===== src/rtl/word_byte_serializer_if.sv =====
// Handshake bundle for the word-to-byte serializer: word input side and byte output side.
// The slave modport is the serializer's view; the master modport is the view of whatever drives it.
interface word_byte_serializer_if #(
   parameter int BYTE_SIZE   = 8,
   parameter int INPUT_BYTES = 4
);
   logic [INPUT_BYTES*BYTE_SIZE-1:0] s_data;
   logic                             s_valid;
   logic                             s_ready;
   logic                             s_last;
   logic                             big_endian;
   logic [BYTE_SIZE-1:0]             m_data;
   logic                             m_valid;
   logic                             m_ready;
   logic                             m_last;
   logic                             busy;

   modport slave (
      input  s_data, s_valid, s_last, big_endian, m_ready,
      output s_ready, m_data, m_valid, m_last, busy
   );

   modport master (
      output s_data, s_valid, s_last, big_endian, m_ready,
      input  s_ready, m_data, m_valid, m_last, busy
   );
endinterface


===== src/rtl/word_byte_serializer.sv =====
// Splits each accepted word into INPUT_BYTES bytes, emitted MSB- or LSB-first as latched
// with the word; a new word can be taken on the edge that sends the last byte (no bubble).
module word_byte_serializer #(
   parameter int BYTE_SIZE   = 8,
   parameter int INPUT_BYTES = 4
) (
   input  logic                    clk,
   input  logic                    rst_n,
   word_byte_serializer_if.slave   bus
);
   localparam int               IDX_W    = $clog2(INPUT_BYTES);
   localparam logic [IDX_W-1:0] LAST_IDX = IDX_W'(INPUT_BYTES-1);

   typedef enum logic {IDLE, SHIFT} state_t;

   state_t                           r_state;
   state_t                           w_next;
   logic [INPUT_BYTES*BYTE_SIZE-1:0] r_word;
   logic                             r_last;
   logic                             r_be;
   logic [IDX_W-1:0]                 r_idx;
   logic [IDX_W-1:0]                 w_sel;
   logic                             w_accept;
   logic                             w_xfer;
   logic                             w_last_byte;

   always_ff @(posedge clk or negedge rst_n) begin
      if (!rst_n) r_state <= IDLE;
      else        r_state <= w_next;
   end

   always_comb begin
      w_next       = r_state;
      w_sel        = r_idx;
      w_xfer       = 1'b0;
      w_last_byte  = (r_idx == LAST_IDX);
      bus.s_ready  = 1'b0;
      bus.m_valid  = 1'b0;
      bus.m_last   = 1'b0;
      bus.m_data   = '0;
      bus.busy     = 1'b0;
      case (r_state)
         IDLE: begin
            bus.s_ready = rst_n;
         end
         SHIFT: begin
            bus.m_valid = 1'b1;
            bus.busy    = 1'b1;
            w_sel       = r_be ? (LAST_IDX - r_idx) : r_idx;
            bus.m_data  = r_word[int'(w_sel)*BYTE_SIZE +: BYTE_SIZE];
            bus.m_last  = r_last & w_last_byte;
            w_xfer      = bus.m_ready;
            // Final byte leaving this edge frees the word register for a fresh word.
            bus.s_ready = rst_n & w_last_byte & bus.m_ready;
            if (w_xfer && w_last_byte) w_next = IDLE;
         end
         default: w_next = IDLE;
      endcase
      w_accept = bus.s_valid & bus.s_ready;
      if (w_accept) w_next = SHIFT;
   end

   always_ff @(posedge clk or negedge rst_n) begin
      if (!rst_n) begin
         r_word <= '0;
         r_last <= 1'b0;
         r_be   <= 1'b0;
         r_idx  <= '0;
      end else if (w_accept) begin
         r_word <= bus.s_data;
         r_last <= bus.s_last;
         r_be   <= bus.big_endian;
         r_idx  <= '0;
      end else if (w_xfer) begin
         r_idx  <= w_last_byte ? '0 : r_idx + 1'b1;
      end
   end
endmodule

===== src/flat_wrapper.sv =====
// flat-port wrapper written by rule: the top's interface ports become plain ports
module word_byte_serializer_flat 
#(
   parameter int BYTE_SIZE   = 8,
   parameter int INPUT_BYTES = 4
)
  (clk, rst_n, bus_s_data, bus_s_valid, bus_s_last, bus_big_endian, bus_m_ready, bus_s_ready, bus_m_data, bus_m_valid, bus_m_last, bus_busy);
  word_byte_serializer_if #(.BYTE_SIZE(BYTE_SIZE), .INPUT_BYTES(INPUT_BYTES)) bus_i ();
  input  logic clk;
  input  logic rst_n;
  input wire logic [$bits(bus_i.s_data)-1:0] bus_s_data;
  input wire logic [$bits(bus_i.s_valid)-1:0] bus_s_valid;
  input wire logic [$bits(bus_i.s_last)-1:0] bus_s_last;
  input wire logic [$bits(bus_i.big_endian)-1:0] bus_big_endian;
  input wire logic [$bits(bus_i.m_ready)-1:0] bus_m_ready;
  output wire logic [$bits(bus_i.s_ready)-1:0] bus_s_ready;
  output wire logic [$bits(bus_i.m_data)-1:0] bus_m_data;
  output wire logic [$bits(bus_i.m_valid)-1:0] bus_m_valid;
  output wire logic [$bits(bus_i.m_last)-1:0] bus_m_last;
  output wire logic [$bits(bus_i.busy)-1:0] bus_busy;
  assign bus_i.s_data = bus_s_data;
  assign bus_i.s_valid = bus_s_valid;
  assign bus_i.s_last = bus_s_last;
  assign bus_i.big_endian = bus_big_endian;
  assign bus_i.m_ready = bus_m_ready;
  assign bus_s_ready = bus_i.s_ready;
  assign bus_m_data = bus_i.m_data;
  assign bus_m_valid = bus_i.m_valid;
  assign bus_m_last = bus_i.m_last;
  assign bus_busy = bus_i.busy;
  word_byte_serializer #(.BYTE_SIZE(BYTE_SIZE), .INPUT_BYTES(INPUT_BYTES)) u_core (.clk(clk), .rst_n(rst_n), .bus(bus_i));
endmodule

===== config.mk =====
export PLATFORM = sky130hd
export DESIGN_NAME = word_byte_serializer_flat
export DESIGN_NICKNAME = d
export VERILOG_FILES = /design/src/rtl/word_byte_serializer_if.sv /design/src/rtl/word_byte_serializer.sv /design/src/flat_wrapper.sv
export SDC_FILE = /design/constraint.sdc
export NUM_CORES = 1
export LEC_CHECK = 0
export BUFFER_PORTS_ARGS = -buffer_cell sky130_fd_sc_hd__buf_2
export CORE_MARGIN = 5
export CORE_UTILIZATION = 35
export DETAILED_ROUTE_END_ITERATION = 8
export HOLD_SLACK_MARGIN = 0.1
export MAX_ROUTING_LAYER = met4
export PLACE_DENSITY = 0.64
export SLEW_MARGIN = 20
export SYNTH_ARGS = -nofsm -noshare
export SYNTH_HDL_FRONTEND = slang
export SYNTH_SLANG_ARGS = --single-unit

===== constraint.sdc =====
create_clock -name clk -period 2.4 [get_ports clk]
set_input_delay 0.24 -clock clk [delete_from_list [all_inputs] [get_ports clk]]
set_output_delay 0.24 -clock clk [all_outputs]
set_load 0.1 [all_outputs]

==> flow_summary.toml <==
[status]
status = "complete, no violations"

[global_routing]
gr-usage-met3_pct = 3.36
grtUsageMet2_pct = 16.1
antenna_found_initial = 0
track_usage_pct = 11.8
grt_pass1_wl_um = 6380
globalRoute.busiestLayer = "met1"
grt_pass1_vias = 1281
use_met1_pct = 16.2
grt_max_degree = 38
globalRouteOverflowTotal = 0

[layout]
final_layout_size_suffix_gt1_share_pct = 58.9
num_antenna_cells = 0
syn_to_final_growth_pct = 28.1
fillCellCount = 469
final_net_count = 223
multi_input_area_um2 = 895
ff_latch_area_um2 = 927

[cts]
post_cts_buffers = 0
htreeDepth = 2
cts_buffers = 5
clk_pin_slew_ns = 0.07
cts_tree = "yes"
clk_latency_ns = 0.29
clk_path_buf_depth = 2
cts.sinks = 37
root_buffer = "clkbuf_8"

[floorplan]
start_util_pct = 36.6
rows = 26
die_h_um = 83.5
core_area_um2 = 5170
boundaryPins = 50
die-area_um2 = 6980
die_w_um = 83.5

[timing]
relSlewSlack_pct = 67.6
rsz0062_at_grt = "no"
maxSlewViolCount = 0
setup_viol = 0
final.setup.tns_ns = 0
finalCriticalPeriod_ns = 2.28
max_clock_freq_mhz = 438
hold_violations = 0
skew_ns = 0.00447
period_share_pct = 95.2
tightest_slew_ns = 0.489

[yosys]
synth_area_um2 = 1890
synth.avg_cell_area_um2 = 14.0
synth_nets = 174
synth-seq-cells = 37
ys_types = 33
yosys_warnings = 0
yosysSeqAreaShare_pct = 48.9
synthCells = 135

[route]
route.detailed.drc = 0
avgRoutedWirePerCell_um = 15.0
ant_nets = 0
via_per_inst = 4.85
drt_iter0_markers = 46
dr_total_vias = 1236
drt-total-wl_um = 3810
drtPass1Iterations = 3

[setup_path]
timing.critical_path.slowest_cell_delay_ns = 0.50
start_kind = "flop"
end_kind = "output pin"
crit_path_top_delay_cell = "dfrtp_1"
arrival_ns = 2.04
crit_path_cell_trace = "or2_2 > o22ai_2 > a22o_1 > a221o_2 > buf_12"
required_ns = 2.16
worstSetupPathType = "reg2out"
cp_max_fo = 13

[hold_path]
min_path_type = "in2reg"

[job]
cap_violations = 0

[placement]
hpwl_um = 2870
place_congestion = 0.716
port_buffers = 49
critical path: cells and delay by family (launching register included):
family,cells,cell delay (ns)
AOI/OAI and AO/OA,3,0.71
DFF,1,0.50
and+or+nand+nor,1,0.37
buffers and inverters,1,0.17
through the flow:
stage	hold WS [ns]	worst slack (ns)	instances	instance area [um^2]	util, %
CTS	0.168	0.0779	255	2420	46.9
finish	0.177	0.116	255	2420	46.9
global placement	0.342	0.395	246	2290	44.3
floorplan	-0.0556	0.0218	135	1910	-
detailed placement	0.348	0.350	246	2290	44.3
global route	0.164	0.00331	255	2420	46.9
routing by layer:
layer  vias to the layer above  wire length (um)  part of all wire [%]
met5                         -                 0                     0
met2                        31              1650                    43
li1                        595                 -                     -
met4                         0                76                   2.0
met1                       604              1930                    51
met3                         6               156                   4.1
path summary, 6_finish.rpt:
kind,from,end,slack [ns],depth (start not counted)
max in group asynchronous,rst_n,u_core.r_idx[1]$_DFFE_PN0P_,1.50,3
max,u_core.r_be$_DFFE_PN0P_,bus_m_data[0],0.12,5
min,bus_s_last,u_core.r_last$_DFFE_PN0P_,0.18,2
max reg2reg,u_core.r_idx[0]$_DFFE_PN0P_,u_core.r_word[17]$_DFFE_PN0P_,0.35,6
min in group asynchronous,rst_n,u_core.r_state$_DFF_PN0_,0.56,3
min reg2reg,u_core.r_word[5]$_DFFE_PN0P_,u_core.r_word[5]$_DFFE_PN0P_,0.52,1
flip-flops by register name, summed over array words and instances, names as in the netlist:
register	flops
u_core.r_be	1
u_core.r_idx	2
u_core.r_last	1
u_core.r_state	1
u_core.r_word	32
layout by cell type, fill, tap and decap left out, types with 2 or more instances in the layout:
cell / count
o21ai_0: 2
mux2i_1: 3
mux2_2: 7
dfrtp_1: 36
nor3b_1: 2
nand2b_1: 2
buf_4: 2
nor2_1: 2
mux2_4: 27
clkbuf_8: 6
buf_12: 8
and2_1: 2
buf_2: 42
a22o_1: 7
nand2_1: 7
a21o_1: 2
o22ai_2: 2
a221o_2: 7
nand3b_1: 2
synth_stat cells (all sizes together):
cell type | count | area (um^2)
nand3b | 2 | 15.0
or2 | 1 | 6.26
and3 | 2 | 17.5
mux2i | 3 | 30.0
nor2 | 2 | 7.51
a21boi | 1 | 7.51
and2 | 3 | 18.8
a221o | 7 | 70.1
a31oi | 1 | 6.26
o211ai | 1 | 7.51
nand3 | 1 | 5.00
clkbuf | 1 | 3.75
buf | 10 | 81.3
a311oi | 1 | 8.76
nand2 | 8 | 32.5
nor3b | 2 | 15.0
mux2 | 34 | 484
a21oi | 1 | 5.00
nand2b | 3 | 21.3
a22o | 7 | 61.3
ha | 1 | 12.5
a21o | 2 | 15.0
dfrtp | 37 | 926
o21ai | 2 | 10.0
o22ai | 2 | 25.0
timing repair:
| action | CTS | global route |
|---|---|---|
| setup endpoints to repair | 0 | 7 |
| endpoints found under the hold margin | 37 | 0 |
| gates resized for setup | 0 | 1 |
| hold buffers | 1 | 0 |
cells by family after synthesis:
group,share of synthesized area [%]
AOI/OAI and AO/OA,11.4
adders and majority gates,0.661
buffers and inverters,4.49
DFF,48.9
muxes,27.2
and+or+nand+nor,7.34
final cells by class:
class	count	share of cell area, %
Sequential cell	37	38.2
Multi-Input combinational cell	87	36.9
Timing Repair Buffer	53	16.3
Tap cell	70	3.61
Clock buffer	6	3.41
Clock inverter	2	1.55
Power is not shown: default switching activity piles up to over one toggle a cycle in this logic, so the estimate is an artifact.
